## config.mk

```make
export PLATFORM = sky130hd
export DESIGN_NAME = fetch_ctrl
export DESIGN_NICKNAME = d
export VERILOG_FILES = /design/src/rtl/fetch_ctrl.sv
export SDC_FILE = /design/constraint.sdc
export NUM_CORES = 1
export LEC_CHECK = 0
export CAP_MARGIN = 20
export CELL_PAD_IN_SITES_DETAIL_PLACEMENT = 1
export CELL_PAD_IN_SITES_GLOBAL_PLACEMENT = 1
export CORE_MARGIN = 10
export CORE_UTILIZATION = 39
export DETAILED_ROUTE_END_ITERATION = 7
export PLACE_DENSITY_LB_ADDON = 0.1
export SLEW_MARGIN = 40
export SYNTH_ARGS = -nofsm -noshare
export SYNTH_HDL_FRONTEND = slang
export SYNTH_SLANG_ARGS = --single-unit
export TNS_END_PERCENT = 20
```

## constraint.sdc

```tcl
create_clock -name clk -period 5.6 [get_ports clk]
set_clock_uncertainty 0.05 [all_clocks]
set_input_delay 0.56 -clock clk [delete_from_list [all_inputs] [get_ports clk]]
set_output_delay 0.56 -clock clk [all_outputs]
set_load 0.01 [all_outputs]
```

## src/rtl/fetch_ctrl.sv

```systemverilog
// Instruction fetch controller: issues one outstanding bus request at a time,
// buffers the returned word for decode and follows redirects from later stages.
module fetch_ctrl #(
    parameter logic [63:0] PC_RESET = 64'h0000_0000_8000_0000
) (
    input  logic        clk,
    input  logic        reset,
    output logic        ireq_valid,
    output logic [63:0] ireq_addr,
    input  logic        iresp_data_ok,
    input  logic [31:0] iresp_data,
    output logic        inst_valid,
    output logic [31:0] inst,
    output logic [63:0] inst_pc,
    input  logic        inst_ready,
    input  logic        redirect_valid,
    input  logic [63:0] redirect_pc,
    output logic [63:0] fetch_count
);

    typedef enum logic [1:0] {IDLE, REQ, DRAIN, HOLD} state_t;

    state_t      state;
    logic [63:0] pc;
    logic [63:0] req_addr;
    logic [63:0] tgt;

    assign tgt       = {redirect_pc[63:2], 2'b00};
    assign ireq_addr = req_addr;

    always_ff @(posedge clk) begin
        state_t nxt;
        nxt = state;
        if (!reset) begin
            nxt         = IDLE;
            pc          <= PC_RESET;
            req_addr    <= PC_RESET;
            inst        <= '0;
            inst_pc     <= '0;
            fetch_count <= '0;
        end else begin
            case (state)
                IDLE: begin
                    nxt = REQ;
                    if (redirect_valid) begin
                        pc       <= tgt;
                        req_addr <= tgt;
                    end else begin
                        req_addr <= pc;
                    end
                end
                REQ: begin
                    if (redirect_valid && iresp_data_ok) begin
                        // Response and redirect coincide: bus is free, restart at target now
                        pc       <= tgt;
                        req_addr <= tgt;
                    end else if (redirect_valid) begin
                        pc  <= tgt;
                        nxt = DRAIN;
                    end else if (iresp_data_ok) begin
                        inst    <= iresp_data;
                        inst_pc <= req_addr;
                        pc      <= req_addr + 64'd4;
                        nxt     = HOLD;
                    end
                end
                DRAIN: begin
                    // Stale request still outstanding; its data is discarded
                    if (iresp_data_ok) begin
                        nxt = REQ;
                        if (redirect_valid) begin
                            pc       <= tgt;
                            req_addr <= tgt;
                        end else begin
                            req_addr <= pc;
                        end
                    end else if (redirect_valid) begin
                        pc <= tgt;
                    end
                end
                HOLD: begin
                    if (redirect_valid) begin
                        pc       <= tgt;
                        req_addr <= tgt;
                        nxt      = REQ;
                    end else if (inst_ready) begin
                        fetch_count <= fetch_count + 64'd1;
                        req_addr    <= pc;
                        nxt         = REQ;
                    end
                end
                default: nxt = IDLE;
            endcase
        end
        state      <= nxt;
        ireq_valid <= (nxt == REQ) || (nxt == DRAIN);
        inst_valid <= (nxt == HOLD);
    end

endmodule

```

Yosys cells after proc, flatten, opt, wreduce, memory -nomap -nowiden
Index checks and enable logic that the tools add are counted.
W data, S select, Z words.
{ "totals": {"output_inout_bits": 226, "ff_bits": 292, "in_bits": 101, "elab_cells": 47} }
{ "op_classes": {"n_bitwise": 2, "reduce_logical": 7, "eq_ne": 10, "muxes": 18, "addsub": 2} }
{ "op_table": {"columns": ["operator", "n"], "rows": [
  ["$mux W64", 8],
  ["$pmux W64 S4", 1],
  ["$pmux W64 S2", 1],
  ["$add A64 B1 Y64 const B", 1],
  ["$add A64 B3 Y64 const B", 1],
  ["$mux W2", 7],
  ["$eq A2 B2 Y1 const B", 4],
  ["$pmux W2 S4", 1],
  ["$reduce_and A3 Y1", 2],
  ["$eq A2 B1 Y1 const B", 2],
  ["$ne A2 B2 Y1 const B", 2],
  ["$ne A4 B4 Y1 const B", 1],
  ["$reduce_and A4 Y1", 1],
  ["$ne A3 B3 Y1 const B", 1],
  ["$reduce_or A3 Y1", 1],
  ["$logic_not A2 Y1", 1],
  ["$not A1 Y1", 2],
  ["$logic_and A1 B1 Y1", 1],
  ["$logic_or A1 B1 Y1", 1]
]} }

Depth between registers and ports, before layout
{ "logic_depth": {"depth_word": 7, "mapped_depth": 10, "depth_no_buf": 7} }

Worst setup path before layout
No wires, ideal clock.
{ "synth_path": {"path_type": "input-to-reg", "startpoint": "in redirect_valid", "endpoint": "reg fetch_count[53]", "path_slack_ns": 3.227, "path_stages": 8, "required_time_ns": 5.480, "setup_time_ns": 0.070, "arrival_ns": 2.253, "path_cell_list": "buf_2 -> and4b_1 -> buf_4 -> nand3_2 -> nor4_4 -> nand4_1 -> or4_1 -> a21oi_1"} }
{ "synth_via": {"elab_chain_len": 2} }
{ "synth_lines": {"columns": ["item", "line", "text"], "rows": [
  ["start, declared", "16", "input logic redirect_valid,"],
  ["$not A1 Y1 (no line)", null, null],
  ["$reduce_and A3 Y1 (no line)", null, null],
  ["end signal, assigned", "87", "fetch_count <= fetch_count + 64'd1;"],
  ["end, declared", "18", "output logic [63:0] fetch_count"]
]} }
Every way passes these cells.
A chain may end at the register's enable or synchronous reset.

Final worst setup path
{ "layout_path": {"startpoint": "reg req_addr[5], in the netlist ireq_addr[5]", "endpoint": "reg pc[63]"} }
{ "layout_via": {"elab_chain_len": 5} }
{ "layout_lines": {"columns": ["item", "line", "text"], "rows": [
  ["start, declared", "25", "logic [63:0] req_addr;"],
  ["start signal, assigned", "47", "req_addr <= tgt;"],
  ["start signal, assigned", "49", "req_addr <= pc;"],
  ["start signal, assigned", "56", "req_addr <= tgt;"],
  ["$add A64 B3 Y64", "63", "pc <= req_addr + 64'd4;"],
  ["$mux W64", "60", "end else if (iresp_data_ok) begin"],
  ["$mux W64", "57", "end else if (redirect_valid) begin"],
  ["$mux W64", "53", "if (redirect_valid && iresp_data_ok) begin"],
  ["$pmux W64 S2", "42", "case (state)"],
  ["end signal, assigned", "55", "pc <= tgt;"],
  ["end signal, assigned", "58", "pc <= tgt;"],
  ["end signal, assigned", "63", null],
  ["end, declared", "24", "logic [63:0] pc;"]
]} }
Every way passes these cells. The select of a mux whose other input is x is not followed.

==> results.md <==
- Setup violations remaining at the end of the flow were counted as 0.
- CTS saw around 300 sinks.
- The yosys synthesis warning count is 0.
- After layout, the minimum clock period comes to roughly 3000 ps.
- The initial antenna violation count came to 5.
- Following the worst setup path forward leads to its endpoint at pc[63].
- The global-route usage over all layers is 23.3%.
- A synthesized cell averages 7.78 µm².
- The net count after synthesis is 1,826.
- In this run the clock root is driven by a sky130_fd_sc_hd__clkbuf_16.
- The sort of element at the start of the critical path is a register.
- The final critical-path share of the clock period is 53.6%.
- From left edge to right edge, the die measures 205 µm.
- In this run the critical register-to-register path is captured at pc[63].
- The area growth from synthesis to layout is 35.5%.
- In this run the remaining antenna-violating nets after routing total 0.
- The analysis attributes to cell leakage a power of 6.39 nW.
- For this design, the CTS-stage hold fixing added 0 buffers.
- Setup total negative slack on the finished layout was measured at 0 ps.
- The data required time of the worst path is 5910 ps.
- The H-tree depth is 2.
- The total placed cells including tap cells is 2,384.
- The die covers 0.0422 mm².
- The wire length after detailed routing is 50.8 mm.
- The worst path arrival time is ~3300 ps.
- The most area-hungry cell type in the Yosys netlist is sky130_fd_sc_hd__dfxtp_1.
- In this run the register-to-register setup slack is approximately 2600 ps.
- Across all layers, the routed design uses 13,500 vias.
- TritonCTS built the clock tree.
- The final net count is 2,076.
- For the worst-skew pair, the clock arrives at the later sink with an insertion delay of about 510 ps.
- The sum of net half-perimeters after detailed placement is 34.4 mm.
- The DRC marker count from the first detailed-route iteration is 612.
- The endpoint class of the critical path is a register.
- Once the clock tree was built, the setup fixing pass inserted 0 buffers.
- The kind of path behind the tightest hold check is register to register.
- Gates resized during post-CTS repair numbered 0.
- The number of max-slew violations in the final report came to 0.
- The share of cells above drive strength 1 is 5.02%.
- The die is 205 µm tall.
- The average routed wire per standard cell is ~21 µm.
- Of all nets on the critical path, the largest fanout is 10.
- The finished layout holds about 2,400 standard cells, fillers aside.
- After layout, the design draws a total of approximately 0.0053 W.
- The sequential share of the synthesized area is 43.6%.
- The launch point of the worst reg-to-reg path is ireq_addr[5].
- The flow ran to the end, and the final reports show no timing, DRC or antenna violations.
- Measured in cells, the most critical reg-to-reg path has a length of 7.
- The number of global-route vias before repair is 13,800.
- The number of cell rows is 67.
- The distinct cell type count of the synthesized netlist is 53.
- The proportion of register bits with asynchronous set or reset after synthesis is 0%.
- Headroom to the max-slew limit came out at 42.6%.
- With fillers left out, the area of the finished cells amounts to between 0.015 and 0.02 mm².
- Among all flip-flop cells after synthesis, the most frequent one is sky130_fd_sc_hd__dfxtp_1.
- At the end of routability-driven placement, the weighted congestion stood at roughly 0.81.
- Counting along the longest clock path gives a buffer depth of 3.
- Dividing total power by cell area gives a power density of 293 mW/mm².
- Clock-pin slew was measured on the worst setup and hold paths at 60 ps.
- The post-detailed-route DRC marker count is 0.
- The area share of the largest cell type after synthesis is 43.6%.
- The register bit total from synthesis is 292.
- The number of input and output port buffers inserted is around 320.
- The maximum number of pins on one net before global-route repair is 148.
- The critical path start-end classification is register to register.
- The transition time at the pin with the least slew margin is between 800 and 900 ps.
- The number of flops mapped to enable cells by yosys is 0.
- In the post-synthesis netlist, the cell with the most instances is sky130_fd_sc_hd__nand2_1.
- In this run the count of I/O pins placed on the die edge is 327.
- The pre-antenna-repair detailed-routing pass consisted of 5 iterations.
- The first global-routing pass estimated 79.6 mm of wire.
- In the post-synthesis netlist, the biggest area contributors are sky130_fd_sc_hd__dfxtp_1, sky130_fd_sc_hd__nand2_1, sky130_fd_sc_hd__a21oi_1, sky130_fd_sc_hd__nor2_1, sky130_fd_sc_hd__a311oi_1.
- Max-cap violations in this run came to 0.
- Once the floorplan was initialized, standard cells occupied roughly two fifths of the core.
- The most critical setup path has its startpoint at ireq_addr[5].
- Across the VDD grid, the largest voltage drop is ~0.22 mV.
- The instance area after placement is 0.0170 mm².
- Based on the critical path, the design can be clocked at up to 333 MHz.
- The number of clock buffers inserted by TritonCTS is 34.
- Setup repair after global routing left no endpoint under its margin.
- The area of the mapped netlist is ~0.013 mm².
- The number of inserted filler cells in the final layout is 4,012.
- Synthesis handed over a netlist of 1,722 instances.
- By count the netlist is led by sky130_fd_sc_hd__nand2_1, sky130_fd_sc_hd__dfxtp_1, sky130_fd_sc_hd__nor2_1, sky130_fd_sc_hd__a21oi_1, sky130_fd_sc_hd__clkbuf_1.
- In the routed layout, each cell is associated on average with a via count of 5.52.
- The total congestion overflow after global routing is 0.
- The number of endpoints with negative hold slack in the final report was 0.
- The area of the core region is 0.0337 mm².
==> worst max-delay path, stage by stage, from the launching register on <==
cell and delay, ps:
sky130_fd_sc_hd__dfxtp_1 540, sky130_fd_sc_hd__nand3_1 250, sky130_fd_sc_hd__nor4_4 780, sky130_fd_sc_hd__buf_4 320, sky130_fd_sc_hd__nand3_2 250, sky130_fd_sc_hd__nor4_1 380, sky130_fd_sc_hd__xnor2_1 170, sky130_fd_sc_hd__o22ai_1 90
==> power breakdown <==
group          switching, W  internal, W  leakage [nW]  total, W
clock network      0.000891      0.00141         0.569   0.00230
logic              0.000372     0.000319          3.44  0.000691
registers          0.000144      0.00218          2.39   0.00233
==> cell usage in the layout, fill, tap and decap left out, types with 7 or more instances in the layout <==
master / instances
sky130_fd_sc_hd__o22ai_1: 9
sky130_fd_sc_hd__nor2_1: 177
sky130_fd_sc_hd__buf_4: 15
sky130_fd_sc_hd__clkbuf_8: 10
sky130_fd_sc_hd__dfxtp_1: 292
sky130_fd_sc_hd__and3_1: 41
sky130_fd_sc_hd__a221oi_1: 15
sky130_fd_sc_hd__a311oi_1: 60
sky130_fd_sc_hd__xor2_1: 57
sky130_fd_sc_hd__nor3_1: 31
sky130_fd_sc_hd__o221ai_1: 11
sky130_fd_sc_hd__o21ai_0: 51
sky130_fd_sc_hd__clkdlybuf4s50_1: 322
sky130_fd_sc_hd__nand3_1: 55
sky130_fd_sc_hd__a211oi_1: 13
sky130_fd_sc_hd__clkbuf_16: 37
sky130_fd_sc_hd__and4_1: 21
sky130_fd_sc_hd__nand2_1: 401
sky130_fd_sc_hd__inv_1: 12
sky130_fd_sc_hd__clkbuf_1: 7
sky130_fd_sc_hd__nand4_1: 47
sky130_fd_sc_hd__and2_1: 16
sky130_fd_sc_hd__a21oi_1: 151
sky130_fd_sc_hd__xnor2_1: 52
==> per-stage QoR <==
step / hold slack [ps] / setup WS, ps / utilization, %
5_1_grt: 421 / 2400 / 53.9
4_1_cts: 408 / 2600 / 53.8
3_5_place_dp: 400 / 2370 / 50.4
3_3_place_gp: 391 / 1890 / 50.0
6_report: 405 / 2600 / 53.9
2_1_floorplan: 385 / 3230 / -
==> cells by family after synthesis <==
kind of cell,share of synthesized area [%]
compound gates,15.2
flops,43.6
mux,0.0840
xor+xnor,7.12
fa+ha+maj,0.280
buf+inv,4.19
simple gates,29.5
==> area by class of cell <==
type	instances	area, µm²	share of cell area, %
clock buffers	53	1080	5.93
inverters	14	65.1	0.358
clock inverters	5	75.1	0.414
diodes	4	10.0	0.0551
flip-flops and latches	292	5850	32.2
well taps	448	561	3.09
repair buffers	343	3450	19.0
multi-input cells	1287	7070	39.0
==> worst min path at each step <==
stage                startpoint           to  slack [ps]  cells past startpoint
global placement    inst_pc[49]  inst_pc[49]         390                      2
CTS                 inst_pc[47]  inst_pc[47]         410                      2
floorplan                 pc[0]        pc[0]         380                      2
global route           inst[14]     inst[14]         420                      2
finish              inst_pc[47]  inst_pc[47]         410                      2
detailed placement  inst_pc[38]  inst_pc[38]         400                      2
==> routing by layer <==
metal	GRT usage, %	wire, µm	part of all wire, %
met4	6.22	1030	2.0
met3	5.30	3090	6.1
met2	38.3	24100	47
met5	0	36	0.071
met1	30.0	22600	44
==> state kept, by name, summed over array words and instances (netlist names) <==
| signal | cells |
|---|---|
| inst | 32 |
| pc | 64 |
| inst_valid | 1 |
| ireq_valid | 1 |
| fetch_count | 64 |
| ireq_addr | 64 |
| inst_pc | 64 |
| state | 2 |
No activity file was read; power rests on OpenSTA's default activity.
